[src/rtl/ilv_pkg.sv]
// Shared types, constants and lookups for the 802.16 OFDM (256-FFT) block interleaver.
package ilv_pkg;

  localparam int N_DATA_SC = 192;
  localparam int D         = 16;
  localparam int NCBPS_MAX = 1152;
  localparam int AW        = 11;
  localparam int QW        = 7;   // q = k/D reaches 71 for 64QAM
  localparam int RW        = 4;   // r = k mod D

  typedef enum logic [1:0] {
    MOD_BPSK  = 2'd0,
    MOD_QPSK  = 2'd1,
    MOD_16QAM = 2'd2,
    MOD_64QAM = 2'd3
  } mod_e;

  typedef enum logic {
    WR_IDLE = 1'b0,
    WR_FILL = 1'b1
  } wr_state_e;

  typedef enum logic {
    RD_IDLE  = 1'b0,
    RD_DRAIN = 1'b1
  } rd_state_e;

  function automatic logic [2:0] ncpc_of(input mod_e m);
    case (m)
      MOD_BPSK:  return 3'd1;
      MOD_QPSK:  return 3'd2;
      MOD_16QAM: return 3'd4;
      default:   return 3'd6;
    endcase
  endfunction

  function automatic logic [1:0] s_of(input mod_e m);
    case (m)
      MOD_16QAM: return 2'd2;
      MOD_64QAM: return 2'd3;
      default:   return 2'd1;
    endcase
  endfunction

  function automatic logic [AW-1:0] ncbps_of(input mod_e m);
    return AW'(N_DATA_SC * int'(ncpc_of(m)));
  endfunction

  // Bit-serial remainder by 3; unrolls into a short chain of small adders.
  function automatic logic [1:0] mod3(input logic [QW-1:0] v);
    logic [2:0] t;
    logic [1:0] rem;
    rem = 2'd0;
    for (int i = QW - 1; i >= 0; i--) begin
      t = {rem, v[i]};
      if (t >= 3'd3) t = t - 3'd3;
      rem = t[1:0];
    end
    return rem;
  endfunction

endpackage

[src/rtl/ilv_addr_gen.sv]
// Write-side address generator: maps write index k (as q = k/D, r = k mod D) to the
// two-step permuted bank address j for the current modulation.
module ilv_addr_gen
  import ilv_pkg::*;
(
  input  logic [QW-1:0] i_q,
  input  logic [RW-1:0] i_r,
  input  logic [1:0]    i_mod,
  output logic [AW-1:0] o_j
);

  mod_e          w_mod;
  logic [AW-1:0] w_rowlen;
  logic [AW-1:0] w_m;
  logic [1:0]    w_mq;
  logic [1:0]    w_rq;
  logic [1:0]    w_sel;

  always_comb begin
    w_mod    = mod_e'(i_mod);
    w_rowlen = ncbps_of(w_mod) / AW'(D);
    w_m      = w_rowlen * AW'(i_r) + AW'(i_q);
    // For s=3 the row length (72) and Ncbps are multiples of 3, so m mod 3 == q mod 3
    // and (m + Ncbps - r) mod 3 == (q - r) mod 3.
    w_mq  = mod3(i_q);
    w_rq  = mod3(QW'(i_r));
    w_sel = (w_mq >= w_rq) ? (w_mq - w_rq) : (w_mq + 2'd3 - w_rq);
    case (s_of(w_mod))
      2'd2:    o_j = {w_m[AW-1:1], w_m[0] ^ i_r[0]};
      2'd3:    o_j = w_m - AW'(w_mq) + AW'(w_sel);
      default: o_j = w_m;
    endcase
  end

endmodule

[src/rtl/ofdm_interleaver.sv]
// Ping-pong 802.16 OFDM block interleaver: permuted writes, sequential reads.
// Build option ILV_BYPASS_EN adds a per-symbol `bypass` input for identity ordering.
//
// state    | meaning
// WR_IDLE  | waiting for bit k=0 of the next symbol; mod_sel/bypass sampled on its accept
// WR_FILL  | writing bits k=1..Ncbps-1 into bank wb at permuted addresses
// RD_IDLE  | output stage waiting for bank rb to become full
// RD_DRAIN | streaming bank rb addresses 1..Ncbps-1 through the output register
module ofdm_interleaver
  import ilv_pkg::*;
(
  input  logic       clk,
  input  logic       reset,
`ifdef ILV_BYPASS_EN
  input  logic       bypass,
`endif
  input  logic [1:0] mod_sel,
  input  logic       in_bits,
  input  logic       in_valid,
  output logic       in_ready,
  output logic       out_bits,
  output logic       out_valid,
  input  logic       out_ready,
  output logic       out_sos,
  output logic [1:0] out_mod
);

  wr_state_e     r_wr_state, w_wr_next;
  rd_state_e     r_rd_state, w_rd_next;

  logic [AW-1:0] r_k;
  logic [QW-1:0] r_q;
  logic [RW-1:0] r_r;
  logic          r_wb;
  logic          r_rb;
  logic [1:0]    r_full;
  logic [1:0]    r_wr_mod;
  logic [1:0]    r_bank_mod0;
  logic [1:0]    r_bank_mod1;
  logic [AW-1:0] r_rd_addr;
  logic          r_out_bits;
  logic          r_out_valid;
  logic          r_out_sos;
  logic [1:0]    r_out_mod;

  logic          r_bank0 [NCBPS_MAX];
  logic          r_bank1 [NCBPS_MAX];

  logic [1:0]    w_mod_cur;
  logic [AW-1:0] w_ncbps_wr;
  logic [AW-1:0] w_j;
  logic [AW-1:0] w_wr_addr;
  logic          w_accept;
  logic          w_last_wr;
  logic          w_fill_done;
  logic          w_byp_cur;

  logic [1:0]    w_rd_mod;
  logic [AW-1:0] w_ncbps_rd;
  logic          w_rd_bit;
  logic          w_adv;
  logic          w_load;
  logic          w_rd_done;

  // ---------------- write side ----------------
  always_comb begin
    w_wr_next   = r_wr_state;
    w_mod_cur   = (r_wr_state == WR_IDLE) ? mod_sel : r_wr_mod;
    w_ncbps_wr  = ncbps_of(mod_e'(w_mod_cur));
    w_accept    = in_valid && !r_full[r_wb];
    w_last_wr   = (r_k == w_ncbps_wr - AW'(1));
    w_fill_done = w_accept && w_last_wr;
    case (r_wr_state)
      WR_IDLE: if (w_accept) w_wr_next = WR_FILL;
      WR_FILL: if (w_fill_done) w_wr_next = WR_IDLE;
      default: w_wr_next = WR_IDLE;
    endcase
  end

  ilv_addr_gen u_addr_gen (
    .i_q   (r_q),
    .i_r   (r_r),
    .i_mod (w_mod_cur),
    .o_j   (w_j)
  );

`ifdef ILV_BYPASS_EN
  logic r_byp;

  assign w_byp_cur = (r_wr_state == WR_IDLE) ? bypass : r_byp;

  always_ff @(posedge clk or posedge reset) begin
    if (reset) begin
      r_byp <= 1'b0;
    end else if (w_accept && (r_wr_state == WR_IDLE)) begin
      r_byp <= bypass;
    end
  end
`else
  assign w_byp_cur = 1'b0;
`endif

  assign w_wr_addr = w_byp_cur ? r_k : w_j;

  always_ff @(posedge clk or posedge reset) begin
    if (reset) begin
      r_wr_state  <= WR_IDLE;
      r_k         <= '0;
      r_q         <= '0;
      r_r         <= '0;
      r_wb        <= 1'b0;
      r_wr_mod    <= 2'd0;
      r_bank_mod0 <= 2'd0;
      r_bank_mod1 <= 2'd0;
    end else begin
      r_wr_state <= w_wr_next;
      if (w_accept) begin
        if (r_wr_state == WR_IDLE) begin
          r_wr_mod <= mod_sel;
          if (r_wb) r_bank_mod1 <= mod_sel;
          else      r_bank_mod0 <= mod_sel;
        end
        if (w_last_wr) begin
          r_k  <= '0;
          r_q  <= '0;
          r_r  <= '0;
          r_wb <= ~r_wb;
        end else begin
          r_k <= r_k + AW'(1);
          r_r <= r_r + RW'(1);
          if (r_r == RW'(D - 1)) r_q <= r_q + QW'(1);
        end
      end
    end
  end

  // Banks are plain RAM: no reset, one write port and one read port each.
  always_ff @(posedge clk) begin
    if (w_accept) begin
      if (r_wb) r_bank1[w_wr_addr] <= in_bits;
      else      r_bank0[w_wr_addr] <= in_bits;
    end
  end

  // A bank is freed as soon as its last bit has moved into the output register,
  // so the next full bank can follow on the very next handoff with no gap.
  always_ff @(posedge clk or posedge reset) begin
    if (reset) begin
      r_full <= 2'b00;
    end else begin
      if (w_fill_done) r_full[r_wb] <= 1'b1;
      if (w_rd_done)   r_full[r_rb] <= 1'b0;
    end
  end

  // ---------------- read side ----------------
  always_comb begin
    w_rd_mod   = r_rb ? r_bank_mod1 : r_bank_mod0;
    w_ncbps_rd = ncbps_of(mod_e'(w_rd_mod));
    w_rd_bit   = r_rb ? r_bank1[r_rd_addr] : r_bank0[r_rd_addr];
    w_adv      = !r_out_valid || out_ready;
    w_rd_next  = r_rd_state;
    w_load     = 1'b0;
    w_rd_done  = 1'b0;
    case (r_rd_state)
      RD_IDLE: begin
        if (r_full[r_rb] && w_adv) begin
          w_load    = 1'b1;
          w_rd_next = RD_DRAIN;
        end
      end
      RD_DRAIN: begin
        if (w_adv) begin
          w_load = 1'b1;
          if (r_rd_addr == w_ncbps_rd - AW'(1)) begin
            w_rd_done = 1'b1;
            w_rd_next = RD_IDLE;
          end
        end
      end
      default: w_rd_next = RD_IDLE;
    endcase
  end

  always_ff @(posedge clk or posedge reset) begin
    if (reset) begin
      r_rd_state  <= RD_IDLE;
      r_rb        <= 1'b0;
      r_rd_addr   <= '0;
      r_out_bits  <= 1'b0;
      r_out_valid <= 1'b0;
      r_out_sos   <= 1'b0;
      r_out_mod   <= 2'd0;
    end else begin
      r_rd_state <= w_rd_next;
      if (w_load) begin
        r_out_bits  <= w_rd_bit;
        r_out_valid <= 1'b1;
        r_out_sos   <= (r_rd_state == RD_IDLE);
        if (r_rd_state == RD_IDLE) r_out_mod <= w_rd_mod;
        if (w_rd_done) begin
          r_rd_addr <= '0;
          r_rb      <= ~r_rb;
        end else begin
          r_rd_addr <= r_rd_addr + AW'(1);
        end
      end else if (w_adv) begin
        r_out_valid <= 1'b0;
        r_out_sos   <= 1'b0;
      end
    end
  end

  assign in_ready  = !r_full[r_wb];
  assign out_bits  = r_out_bits;
  assign out_valid = r_out_valid;
  assign out_sos   = r_out_sos;
  assign out_mod   = r_out_mod;

endmodule

[config.mk]
export PLATFORM = sky130hd
export DESIGN_NAME = ofdm_interleaver
export DESIGN_NICKNAME = d
export VERILOG_FILES = /design/src/rtl/ilv_pkg.sv /design/src/rtl/ilv_addr_gen.sv /design/src/rtl/ofdm_interleaver.sv
export SDC_FILE = /design/constraint.sdc
export NUM_CORES = 2
export LEC_CHECK = 0
export ABC_AREA = 1
export CAP_MARGIN = 30
export CORE_ASPECT_RATIO = 1.4
export CORE_MARGIN = 2
export CORE_UTILIZATION = 50
export CTS_CLUSTER_SIZE = 16
export DETAILED_ROUTE_END_ITERATION = 10
export HOLD_SLACK_MARGIN = 0.03
export PLACE_DENSITY_LB_ADDON = 0.12
export RECOVER_POWER = 25
export SYNTH_ARGS = -nofsm -noshare
export SYNTH_HDL_FRONTEND = slang
export SYNTH_SLANG_ARGS = --single-unit
export TNS_END_PERCENT = 5
[constraint.sdc]
create_clock -name clk -period 17.6 [get_ports clk]
set_clock_uncertainty 0.05 [all_clocks]
set_input_delay 3.52 -clock clk [delete_from_list [all_inputs] [get_ports clk]]
set_output_delay 3.52 -clock clk [all_outputs]
set_load 0.03 [all_outputs]
==> metrics.txt <==
run status finished, violations left; failing checks capacitance limit, slew limit; drc violations 0; total I/O pin count 13; grt peak-use layer met2; Clock Pin Slew Worst Setup and Hold Paths ~0.060 ns; H-tree levels 4; R2R cell count 48; Cell Area, Synth roughly 120,000 sq um; Root Buffer clkbuf_16; DIE WIDTH ~410 um; Synth Flop Type edfxtp_1; number of synthesis warnings 0; Final Setup Violations 0; slowest cell on the critical path clkbuf_1; Iteration-0 DRC Markers 9,299; FF/Latch Area about 70,000 sq um; CTS tree yes; port bufs 12; Post-CTS Setup Bufs 0; largest family of logic cells by synthesized area simple AND/OR/NAND/NOR gates; worst-path cell chain clkbuf_1 -> clkbuf_1 -> buf_12 -> buf_12; max_slew headroom -470%; Worst Path Buf+Inv 4; synthesis-stage register bit count between 2,000 and 2,500; commonest cells after routing, fill and taps aside nor2_1 (2,399), edfxtp_1 (2,304), nand2_1 (1,813); fraction of layout cells with a size suffix above 1 roughly 8%; vias about 90,000; critical path class in -> reg; CTS Buffer Depth 4; met2 Track Usage GR a little over half; Synth Area in Compound Gates between 5 and 6%; met3 usage under 10%; RSZ-0062 raised after global routing no; pre-CTS WS slightly above 6 ns; Final Hold Vio Count 0; cell area after placement around 120,000 sq um; number of global-route vias before repair 86,093; core area between 200,000 and 250,000 sq um; mux cell area share after synthesis less than 1%; first-pass GRT wire length approximately 530 mm; post-synth top area share 59.9%; Post-Syn Instances around 12,000; Area Overhead vs Synth 6.99%; startpoint type of the worst setup path input pin; Initial Util 50.3%; Netlist cell types 52; initial antenna violation count 5; CP Max Fanout between 200 and 250; post-CTS sizing 0; post-synthesis adder-cell area fraction less than 1%; Simple-Gate Fraction of Synth Area a little over a quarter; CP endpoint kind flip-flop; gr ovfl total 0; Die ar. about 230,000 sq um; Die Ht 573 um; Fill cells between 20,000 and 25,000; post-route cell area roughly 120,000 sq um; critical path arrival about 14 ns; setup total negative slack 0 ns; multi-input logic area approximately 38,000 sq um; Routed Antenna Nets 0; Max-Cap Viols 5; CTS Buf Count 233; most common cell after layout, fill and taps aside nor2_1; CP peak stage delay 5.85 ns; crit path time final between 10 and 15 ns; crit share post-route 75.2%; Worst Tran Pin Value between 8 and 9 ns; syn nets roughly 12,000; Clk Latency, worst-skew pair roughly 0.90 ns; fmax between 70 and 80 MHz; XOR/XNOR Fraction of Synth Area 0.190%; WL final 354 mm; delay-heaviest family, CP buffers and inverters; vias per cell 5.98; Mapped Avg Cell Area roughly 9.5 sq um; Post-synth EDFFs approximately 2,300; Hold/Removal Path Class reg -> reg; register area share after synthesis around three fifths; Routability Congestion between 0.8 and 0.9; GRT met1 Usage a little over a third; drt wl/cell 24.2 um; row count ~210; largest cells by area after synthesis edfxtp_1 (60%), nor2_1 (7.8%), nand2_1 (5.9%); hold path cells 2; Layout Nets between 10,000 and 15,000; post-DP HPWL around 190 mm; area leader, netlist edfxtp_1; WP depth 4; Final Max Tran Viols between 400 and 500; drt first pass iters 6; Critical Path RT roughly 18 ns; total track usage 29.6%; cts hold-fix bufs 0; setup ws final 4.37 ns; pin count of the biggest net entering global routing about 270; CTS Sinks about 2,400; ys async rst share under 10%
worst min-delay path, cell delays in order, from the launching register on:
cell	delay (ns)
dfrtp_1	0.34
nand2_1	0.05
o21ai_0	0.06
synth_stat cells, types with 38 or more instances:
cell type,n
a21oi_1,174
buf_1,71
buf_2,167
buf_6,61
clkbuf_1,812
dfrtp_1,50
edfxtp_1,2304
ha_1,50
inv_1,436
nand2_1,1815
nand3_1,1267
nor2_1,2415
nor3_1,1037
nor3_2,261
o211ai_1,93
o21ai_0,777
o22ai_1,38
or2_2,49
logic make-up (layout without fill, tap and decap cells):
kind of cell    Yosys count  after routing
simple gates           6932           6932
compound gates         1131           1131
buf+inv                1602           1081
fa+ha+maj                60             60
flops                  2354           2354
mux                       1              1
other cells               0              2
xor+xnor                 25             25
sequential cells by signal, indices dropped and copies added, names as in the netlist, 2 cells and up:
register     cells
r_k             11
r_q              7
r_wr_mod         2
out_mod          2
r_bank_mod0      2
r_rd_addr       11
r_bank0       1152
r_bank1       1152
r_bank_mod1      2
r_full           2
r_r              4
per-layer routing:
metal,wire length (um),vias up
met5,17,-
met4,21400,2
met3,23200,745
met2,178000,3396
met1,132000,43203
li1,-,40124
cell type report:
cell class                 count  share of cell area, %
tap                         3045                   3.08
clock inverter               120                  0.673
timing repair buffer         209                   1.73
multi-input combinational   8149                   31.1
clock buffer                 290                   4.97
sequential                  2354                   57.0
antenna                        2                0.00405
inverter                     462                   1.46
final timing paths:
| kind | startpoint | end | slack (ns) |
|---|---|---|---|
| max | in_bits | r_bank0[564]$_DFFE_PP_ | 4.37 |
| max reg2reg | r_q[5]$_DFFE_PP0P_ | r_bank0[79]$_DFFE_PP_ | 8.12 |
| max in group asynchronous | reset | r_rd_addr[1]$_DFFE_PP0P_ | 11.31 |
| min | r_bank_mod0[1]$_DFFE_PP0P_ | r_bank_mod0[1]$_DFFE_PP0P_ | 0.44 |
| min reg2reg | r_bank_mod0[1]$_DFFE_PP0P_ | r_bank_mod0[1]$_DFFE_PP0P_ | 0.44 |
| min in group asynchronous | reset | r_bank_mod1[0]$_DFFE_PP0P_ | 4.13 |
per-stage QoR:
step	hold slack (ns)	std cells	util (%)
final	0.440	14631	53.9
after global routing	0.481	14630	53.9
after CTS	0.445	14621	53.8
after detailed placement	0.429	14211	50.7
after global placement	0.423	14200	50.6
after floorplan	0.396	12105	-
Power is left out: the tool's default activity adds up to more than one toggle a clock period on the data nets, which glitch-free logic cannot reach.
